**config.mk**
```make
export PLATFORM = sky130hd
export DESIGN_NAME = forwarding_unit
export DESIGN_NICKNAME = d
export VERILOG_FILES = /design/src/rtl/fwd_pkg.sv /design/src/rtl/fwd_operand_select.sv /design/src/rtl/forwarding_unit.sv
export SDC_FILE = /design/constraint.sdc
export NUM_CORES = 1
export LEC_CHECK = 0
export ABC_AREA = 0
export CAP_MARGIN = 20
export CELL_PAD_IN_SITES_DETAIL_PLACEMENT = 0
export CELL_PAD_IN_SITES_GLOBAL_PLACEMENT = 2
export CORE_MARGIN = 1
export CORE_UTILIZATION = 26
export DETAILED_ROUTE_END_ITERATION = 12
export PLACE_DENSITY_LB_ADDON = 0.2
export SKIP_CTS_REPAIR_TIMING = 1
export SYNTH_ARGS = -nofsm -noshare
export SYNTH_HDL_FRONTEND = slang
export SYNTH_SLANG_ARGS = --single-unit
export TNS_END_PERCENT = 50
```
**constraint.sdc**
```tcl
create_clock -name clk -period 2.15 [get_ports clk]
set_input_delay 0.3225 -clock clk [delete_from_list [all_inputs] [get_ports clk]]
set_output_delay 0.3225 -clock clk [all_outputs]
set_load 0.1 [all_outputs]
```
**src/rtl/fwd_pkg.sv**
```systemverilog
// Shared select codes and pipeline tag-slot type for the operand forwarding unit.
package fwd_pkg;

  localparam logic [1:0] SEL_REG  = 2'd0;
  localparam logic [1:0] SEL_ALU  = 2'd1;
  localparam logic [1:0] SEL_MEM  = 2'd2;
  localparam logic [1:0] SEL_ZERO = 2'd3;

  // Tag destination field is sized for the widest register file we expect;
  // narrower register indices are zero-extended before comparison.
  localparam int TAG_DST_W = 8;

  typedef struct packed {
    logic                 valid;
    logic [TAG_DST_W-1:0] dst;
    logic                 wb_en;
    logic                 is_load;
  } tag_slot_t;

endpackage

```
**src/rtl/fwd_operand_select.sv**
```systemverilog
// Resolves one source operand against the EX and MEM tag slots: select code plus load-use hazard flag.
module fwd_operand_select
  import fwd_pkg::*;
#(
  parameter int REG_ADDR_W = 3
) (
  input  logic                  id_valid,
  input  logic                  src_used,
  input  logic [REG_ADDR_W-1:0] src,
  input  tag_slot_t             ex_slot,
  input  tag_slot_t             mem_slot,
  output logic [1:0]            sel,
  output logic                  hazard
);

  logic [TAG_DST_W-1:0] src_ext;
  logic                 ex_hit;
  logic                 mem_hit;
  logic                 unused_mem_is_load;

  assign src_ext            = TAG_DST_W'(src);
  assign ex_hit             = ex_slot.valid  & ex_slot.wb_en  & (ex_slot.dst  == src_ext);
  assign mem_hit            = mem_slot.valid & mem_slot.wb_en & (mem_slot.dst == src_ext);
  assign unused_mem_is_load = mem_slot.is_load;

  // A load in EX has no data yet, so it never forwards; it raises a hazard instead.
  assign hazard = id_valid & src_used & ex_hit & ex_slot.is_load;

  always_comb begin
    sel = SEL_REG;
    if (id_valid && src_used) begin
      if (ex_hit && !ex_slot.is_load) begin
        sel = SEL_ALU;
      end else if (mem_hit) begin
        sel = SEL_MEM;
      end
    end
  end

endmodule

```
**src/rtl/forwarding_unit.sv**
```systemverilog
// Operand forwarding and load-use stall unit with EX/MEM tag tracking.
// Optional FWD_PERF_CNT_EN adds a saturating 16-bit stall_count output.
module forwarding_unit
  import fwd_pkg::*;
#(
  parameter int REG_ADDR_W = 3
) (
  input  logic                  clk,
  input  logic                  rst,
  input  logic                  id_valid,
  input  logic [REG_ADDR_W-1:0] id_src1,
  input  logic [REG_ADDR_W-1:0] id_src2,
  input  logic                  id_src1_used,
  input  logic                  id_src2_used,
  input  logic [REG_ADDR_W-1:0] id_dst,
  input  logic                  id_wb_en,
  input  logic                  id_is_load,
  input  logic                  flush,
  output logic [1:0]            alu_input1_selection,
  output logic [1:0]            alu_input2_selection,
  output logic                  stall
`ifdef FWD_PERF_CNT_EN
  ,
  output logic [15:0]           stall_count
`endif
);

  tag_slot_t  ex_slot;
  tag_slot_t  mem_slot;
  tag_slot_t  id_slot;
  logic [1:0] sel1;
  logic [1:0] sel2;
  logic       hazard1;
  logic       hazard2;

  always_comb begin
    id_slot         = '0;
    id_slot.valid   = id_valid;
    id_slot.dst     = TAG_DST_W'(id_dst);
    id_slot.wb_en   = id_wb_en;
    id_slot.is_load = id_is_load;
  end

  fwd_operand_select #(.REG_ADDR_W(REG_ADDR_W)) u_op1 (
    .id_valid (id_valid),
    .src_used (id_src1_used),
    .src      (id_src1),
    .ex_slot  (ex_slot),
    .mem_slot (mem_slot),
    .sel      (sel1),
    .hazard   (hazard1)
  );

  fwd_operand_select #(.REG_ADDR_W(REG_ADDR_W)) u_op2 (
    .id_valid (id_valid),
    .src_used (id_src2_used),
    .src      (id_src2),
    .ex_slot  (ex_slot),
    .mem_slot (mem_slot),
    .sel      (sel2),
    .hazard   (hazard2)
  );

  // Flush and reset both discard the decode instruction, so neither may hold the front end.
  assign stall = (hazard1 | hazard2) & ~flush & ~rst;

  always_ff @(posedge clk) begin
    if (rst || flush) begin
      ex_slot              <= '0;
      mem_slot             <= '0;
      alu_input1_selection <= SEL_REG;
      alu_input2_selection <= SEL_REG;
    end else if (stall) begin
      ex_slot              <= '0;
      mem_slot             <= ex_slot;
      alu_input1_selection <= SEL_REG;
      alu_input2_selection <= SEL_REG;
    end else begin
      ex_slot              <= id_slot;
      mem_slot             <= ex_slot;
      alu_input1_selection <= sel1;
      alu_input2_selection <= sel2;
    end
  end

`ifdef FWD_PERF_CNT_EN
  always_ff @(posedge clk) begin
    if (rst) begin
      stall_count <= '0;
    end else if (stall && stall_count != 16'hFFFF) begin
      stall_count <= stall_count + 16'd1;
    end
  end
`endif

endmodule

```
* After elaboration in Yosys (flattened, before gate mapping)
Cells that the tools add are included.
** Word-level totals
- Output and inout port bits :: 5
- Register bits :: 25
** Operators by class
- Reductions and logical operators :: 11
- Bitwise operators :: 19
- Muxes and demuxes :: 4
- Equality and inequality tests :: 4
** Operator list (count)
- 8-bit by 3-bit equality test with 1-bit output :: 4
- 1-bit AND :: 14
- 4-bit OR reduction :: 2
- 3-bit OR reduction :: 2
- 1-bit logical AND :: 4
- 2-bit 2-to-1 mux :: 2
- 1-bit inverter :: 4
- 1-bit 2-to-1 mux :: 2
- 2-bit OR reduction :: 1
- 1-bit logical NOT :: 1
- 1-bit logical OR :: 1
- 1-bit bitwise OR :: 1

* Longest topological paths before layout
Gate-level depths: netlist of the first run.
- Depth in word-level cells :: 8
- Gate-level depth with buffers :: 4
- Depth with buffers taken out :: 4

* Cells and area by module
A second synthesis of the first run with hierarchy kept.
** Unflattened totals
- Cell total of the unflattened synthesis :: 76
- Area total of the unflattened synthesis :: 732.0 um2
** Modules (own cells, without submodules)
- forwarding_unit :: area an instance 456.7 um2, instances 1, cells each 36, seq. area each 320.3 um2
- fwd_operand_select :: area an instance 137.6 um2, instances 2, cells each 20, seq. area each 0.0 um2

* Worst setup path before layout of the first run
OpenSTA, ideal clock, no wires.
- Path kind :: reg2out
- From :: reg, netlist name ex_slot[4]
- To :: out stall
- Stages on the path, launching flop included :: 5
- Data required time :: 1.827 ns
- Slack :: -0.071 ns
- Arrival :: 1.898 ns
- Cell sequence :: dfxtp_1 -> xor2_1 -> nor4_1 -> o21a_1 -> and2_1
** On the way
- Longest elaborated chain between the ends :: 7
- Elaborated cells between the ends (all ways) :: 11
** Ends and longest elaborated chain
- 8-bit by 3-bit equality test with 1-bit output :: line fwd_operand_select.sv:22 : assign ex_hit = ex_slot.valid & ex_slot.wb_en & (ex_slot.dst == src_ext);
- 1-bit AND :: line fwd_operand_select.sv:22
- 1-bit AND (2 in series) :: line fwd_operand_select.sv:27 : assign hazard = id_valid & src_used & ex_hit & ex_slot.is_load;
- 1-bit bitwise OR * :: line forwarding_unit.sv:65 : assign stall = (hazard1 | hazard2) & ~flush & ~rst;
- 1-bit AND * (2 in series) :: line forwarding_unit.sv:65
- end: declaration :: line forwarding_unit.sv:21 : output logic stall
Every way passes the cells marked *; elsewhere a longest branch is shown, timed or not.

* Worst setup path in the final report of the first run
- From :: in id_src1_used
- To :: out stall
** On the way
- Longest elaborated chain between the ends :: 6
** Ends and longest elaborated chain
- start: declaration :: line forwarding_unit.sv:13 : input logic id_src1_used,
- 1-bit AND (3 in series) :: line fwd_operand_select.sv:27
- 1-bit bitwise OR :: line forwarding_unit.sv:65
- 1-bit AND (2 in series) :: line forwarding_unit.sv:65
Every way passes these cells.

==> results of run 1 <==
## through the flow
step	util [%]	instances	power, W	setup WS (ps)	setup TNS [ps]
2_1_floorplan	-	64	0.000316	213	0
3_3_place_gp	42.2	123	0.000369	-53.0	-53.0
3_5_place_dp	42.2	123	0.000369	-35.4	-35.4
4_1_cts	43.4	127	0.000526	-45.1	-45.1
5_1_grt	45.1	128	0.000547	-61.8	-61.8
6_report	45.1	128	0.000525	31.2	0
## flip-flops by register name (all words and copies together), names as in the netlist
name / flops
alu_input2_selection: 2
alu_input1_selection: 2
mem_slot: 5
ex_slot: 6
## Yosys cell counts (all sizes together)
cell type,instances,area (µm²)
a211oi,2,15.0
and2,6,38.8
and3b,2,17.5
clkbuf,1,3.75
dfxtp,15,300
nand2,7,26.3
nand3,3,15.0
nand4,2,12.5
nor2,7,26.3
nor4,4,25.0
o21a,1,7.51
or4,2,15.0
xnor2,2,17.5
xor2,10,87.6
## layout make-up
class	instances	area (µm²)	share of cell area, %
Clock buffer	3	22.5	2.26
Sequential cell	15	300	30.1
Clock inverter	1	5.00	0.502
Multi-Input combinational cell	48	327	32.7
Timing Repair Buffer	33	308	30.9
Tap cell	28	35.0	3.51
## cells in the final DEF, fill, tap and decap left out
cell type and n:
and3b_1 2, nor4_2 2, nand4_1 2, dlymetal6s2s_1 3, buf_4 16, xor2_2 1
or4_1 2, a211oi_1 2, and2_1 4, nand2_1 7, xnor2_1 2, dfxtp_1 15
clkinv_2 1, buf_12 1, clkdlybuf4s50_1 13, clkbuf_4 3, nor2_1 7, and2_4 1
xor2_1 9, nand3_1 3, o21a_1 1, and2_2 1, nor4_1 2
## logic make-up (layout without fill, tap and decap cells)
logic type | Yosys count | count (layout)
buffers and inverters | 1 | 37
flip-flops | 15 | 15
AO/OA/AOI/OAI | 3 | 3
XOR/XNOR | 12 | 12
AND/OR/NAND/NOR | 33 | 33
## worst max-delay path: stages
cell and delay (ps):
clkdlybuf4s50_1 490, nand4_1 140, nor4_2 330, o21a_1 200, and2_4 160, buf_12 160
## layer usage
layer | global-route usage (%) | up-vias | wire length [µm]
li1 | - | 290 | -
met1 | 13.7 | 232 | 620
met2 | 20.9 | 15 | 669
met3 | 3.03 | 0 | 73
met4 | 4.17 | 0 | 0
met5 | 0 | - | 0
## power by group through the flow
stage / clock, W / sequential [W] / combinational [W]
6_report: 0.000160 / 0.000290 / 0.0000760
5_1_grt: 0.000173 / 0.000291 / 0.0000833
4_1_cts: 0.000162 / 0.000289 / 0.0000741
3_5_place_dp: 0 / 0.000296 / 0.0000733
3_3_place_gp: 0 / 0.000296 / 0.0000733
2_1_floorplan: 0 / 0.000294 / 0.0000216
## worst paths after layout
path | end | slack [ps] | cells after the start
worst max-delay path | stall | 30 | 6
worst min register to register | mem_slot[1]$_SDFF_PP0_ | 500 | 1
worst min-delay path | ex_slot[10]$_SDFF_PP0_ | 340 | 3
worst max register to register | alu_input2_selection[1]$_SDFF_PP0_ | 470 | 5
==> impl_metrics.csv, run 1 <==
group,metric,value,unit
clock_tree,htree_num_levels,1,
routing,routedWlPerCell,10.6,µm
worst_setup_path,crit_path_start_kind,"primary input",
flow_run,max_cap_violations,0,
routing,vias,537,
power_and_ir_drop,clkPwrFrac,30.4,%
sta,post-route-period-util,98.5,%
synth,ys_ff_latch,15,
worst_hold_path,hold_path_startpoint,"id_valid",
placed_design,gp_congestion,0.713,
synth,synth-adder-area-share,0,%
clock_tree,clkSinkCount,15,
synth,synth.distinct_cells,15,
sta,min_period,2120,ps
sta,slew_headroom,81.3,%
cells_and_area,drive_above_1_share,26.0,%
clock_tree,cts_tree,"yes",
routing,dr.pass1.iters,2,
worst_setup_path,path_class,"in -> out",
synth,synth_area_per_cell,9.50,µm²
worst_setup_path,setup.worst_path.end_class,"output pin",
sta,hold_ws,335,ps
synth,synth.cell_area,608,µm²
cells_and_area,syn_to_final_growth,64.0,%
power_and_ir_drop,powerDensity,527,mW/mm²
sta,slew_violations,0,
synth,synth_cells,64,
synth,synthSimpleGateAreaFrac,29.0,%
placed_design,portBuffers,21,
worst_setup_path,rr_startpoint,"ex_slot[3]$_SDFF_PP0_",
synth,synth_nets,81,
power_and_ir_drop,power.net_switching,0.000125,W
power_and_ir_drop,comb_power_share,14.5,%
clock_tree,cts_buffers,3,
routing,via_per_inst,4.20,
synth,synthMuxAreaShare,0,%
floorplanning,dieWidth,50.4,µm
floorplanning,core_area,0.00221,mm²
sta,hold_viol,0,
worst_setup_path,crit_start,"id_src1_used",
floorplanning,fp.dieArea,0.00254,mm²
run_status,status,"completed",
clock_tree,clk_latency,280,ps
floorplanning,num_rows,17,
floorplanning,die-height,50.4,µm
global_route,grt_pass1_vias,533,
worst_setup_path,cp.arrival,1800,ps
floorplanning,io_pins,22,
global_route,grt_usage,11.8,%
worst_setup_path,required,1830,ps
synth,synthXorXnorAreaFrac,17.3,%
cells_and_area,nets,118,
placed_design,placed_cell_area,933,µm²
power_and_ir_drop,power_frac_seq,55.1,%
global_route,grt_max_degree,15,
clock_tree,path_clk_slew,100,ps
global_route,grt_pass1_wl,2.21,mm
floorplanning,start_util,27.5,%
cells_and_area,insertedDiodeCount,0,
routing,drc,0,
sta,tightest_slew,278,ps
synth,synth_top_family_by_area,"simple AND/OR/NAND/NOR gates",
synth,synth_compound_area_share,3.70,%
global_route,antenna_found_initial,0,
clock_tree,clk_path_buf_depth,2,
cells_and_area,fillers,239,
global_route,grt_overflow_total,0,
worst_setup_path,cp_max_fo,2,
worst_hold_path,hold_class,"in -> reg",
power_and_ir_drop,p_int,0.000400,W
sta,max_freq,0.472,GHz
power_and_ir_drop,vdd_drop_max,0.244,mV
synth,ys_seq_area_share,49.4,%
clock_tree,cts-root-buf,"clkbuf_4",
power_and_ir_drop,p_sw_share,23.8,%
power_and_ir_drop,p_leak,0.451,nW
sta,setup_viol,0,
sta,finClkSkew,7.17,ps
routing,routed_wirelength,1.36,mm
cells_and_area,design_area,997,µm²
routing,ant_nets,0,
synth,ys_warn_count,0,
routing,drtIter0Drc,7,
(Power assumes the default switching activity.)
==> inputs of run 2 (changes only) <==
Settings changed: ABC_CLOCK_PERIOD_IN_PS set to 2150, GPL_ROUTABILITY_DRIVEN set to 0.
==> results of run 2 <==
No change in the layout: final DEF, timing and power equal those of run 1.
==> inputs of run 3 (changes only) <==
Settings changed: ABC_CLOCK_PERIOD_IN_PS 2150 to not set, CORE_UTILIZATION 26 to 39, CTS_BUF_LIST set to sky130_fd_sc_hd__clkbuf_2 sky130_fd_sc_hd__clkbuf_4 sky130_fd_sc_hd__clkbuf_8, DONT_BUFFER_PORTS set to 1.
==> run 3 against run 2 <==
  * Die area decreased by 32%
  * Clock power increased by 11%
  * Sequential share of layout area increased by 10 points
  * Flip-flop and latch count unchanged
  * Worst hold slack got worse by 200 ps
  * Via count decreased by 14%
  * Worst setup slack improved by 66 ps
  * Register-to-register slack improved by 60 ps
  * Non-clock buffer count decreased by 25
  * Maximum frequency increased by 3.2%
  * Critical endpoint unchanged
  * Largest cell class unchanged
==> impl_metrics.csv, run 3 (synthesis gave the netlist of run 1 again) <==
group,metric,value,unit
run_status,status,"completed",
worst_setup_path,path_class,"reg -> out",
clock_tree,cts-root-buf,"clkbuf_4",
worst_setup_path,required,1830,ps
cells_and_area,insertedDiodeCount,0,
clock_tree,cts_tree,"yes",
sta,slew_violations,0,
sta,hold_ws,135,ps
global_route,grt_max_degree,15,
floorplanning,dieWidth,41.5,µm
power_and_ir_drop,vdd_drop_max,0.353,mV
floorplanning,fp.dieArea,0.00172,mm²
clock_tree,path_clk_slew,90,ps
floorplanning,num_rows,13,
cells_and_area,syn_to_final_growth,22.0,%
worst_hold_path,hold_class,"in -> reg",
placed_design,portBuffers,0,
routing,vias,464,
sta,setup_viol,0,
routing,ant_nets,0,
power_and_ir_drop,powerDensity,670,mW/mm²
sta,hold_viol,0,
cells_and_area,top_regs,"ex_slot: 6 flops, mem_slot: 5 flops",
clock_tree,clk_path_buf_depth,2,
worst_setup_path,crit_path_start_kind,"flop",
cells_and_area,nets,93,
worst_setup_path,cp.arrival,1730,ps
cells_and_area,layout.cells.non_filler,90,
routing,routed_wirelength,1.28,mm
sta,fin_ws,97.2,ps
cells_and_area,layout.cells.most_common_list,"dfxtp_1 (15), xor2_1 (10), nor2_1 (7), nand2_1 (7), buf_4 (7)",
worst_setup_path,setup.worst_path.end_class,"output pin",
cells_and_area,drive_above_1_share,20.0,%
global_route,grt_overflow_total,0,
cells_and_area,largest_register_ffs,6,
routing,via_per_inst,5.16,
routing,drc,0,
sta,max_freq,0.487,GHz
global_route,grt_pass1_vias,460,
placed_design,hpwl,988,µm
floorplanning,core_area,0.00138,mm²
global_route,grt_pass1_wl,2.07,mm
floorplanning,start_util,44.0,%
routing,drtIter0Drc,10,
clock_tree,htree_num_levels,1,
clock_tree,clk_latency,280,ps
sta,post-route-period-util,95.5,%
cells_and_area,fillers,127,
floorplanning,io_pins,22,
sta,rsz0062_at_grt,"false",
clock_tree,cts_buffers,3,
power_and_ir_drop,p_leak,0.318,nW
sta,min_period,2050,ps
placed_design,dp.cells,86,
floorplanning,die-height,41.5,µm
sta,tightest_slew,377,ps
global_route,antenna_found_initial,0,
power_and_ir_drop,finalPower,0.000497,W
sta,finClkSkew,5.26,ps
worst_setup_path,cp_max_fo,4,
flow_run,max_cap_violations,0,
routing,routedWlPerCell,14.2,µm
placed_design,place_ws,336,ps
cells_and_area,top_register,"ex_slot",
sta,slew_headroom,74.6,%
sta,fin_tns_setup,0,ps
routing,dr.pass1.iters,4,
clock_tree,clkSinkCount,15,
global_route,grt_usage,16.3,%
cells_and_area,mostFrequentLayoutCell,"dfxtp_1",
-- run 3: changes by cell type in the layout (fill, tap and decap cells not counted), moves of 2 or more --
| cell | change |
|---|---|
| clkdlybuf4s50_1 | -13 |
| buf_4 | -9 |
| nor4_2 | -2 |
| dlymetal6s2s_1 | -3 |
-- run 3: worst max-delay path, stage by stage, from the launching register on --
cell and delay (ps):
dfxtp_1 400, nand4_1 170, nor4_4 350, o21a_1 190, and2_2 170, buf_12 170
-- run 3: worst paths after layout --
| kind | start | end | slack, ps | cells past startpoint |
|---|---|---|---|---|
| hold / removal | id_is_load | ex_slot[0]$_SDFF_PP0_ | 140 | 2 |
| setup reg to reg | ex_slot[3]$_SDFF_PP0_ | alu_input2_selection[1]$_SDFF_PP0_ | 530 | 4 |
| hold reg to reg | ex_slot[0]$_SDFF_PP0_ | alu_input2_selection[1]$_SDFF_PP0_ | 520 | 1 |
| setup / recovery | ex_slot[1]$_SDFF_PP0_ | stall | 100 | 5 |
-- run 3: area by class of cell --
type | count | area [µm²] | share of cell area [%]
well taps | 15 | 18.8 | 2.53
multi-input cells | 48 | 320 | 43.2
flip-flops and latches | 15 | 300 | 40.5
clock buffers | 4 | 30.0 | 4.05
repair buffers | 8 | 72.6 | 9.78
-- run 3: power breakdown --
group | switching, W | internal [W]
sequential | 0.00000553 | 0.000284
clock | 0.0000924 | 0.0000847
combinational | 0.0000171 | 0.0000134
total | 0.000115 | 0.000382
-- run 3: metrics by stage --
stage / cell area, µm² / util [%]
after floorplan: 609 / -
after global placement: 697 / 50.4
after detailed placement: 697 / 50.4
after CTS: 727 / 52.6
after global routing: 742 / 53.7
final: 742 / 53.7
-- run 3: layer usage --
layer	global-route usage [%]	share of wire (%)	vias up
met2	25.0	46	20
met5	0	0	-
met1	19.3	46	203
met3	6.09	6.9	2
li1	-	-	239
met4	9.68	1.2	0
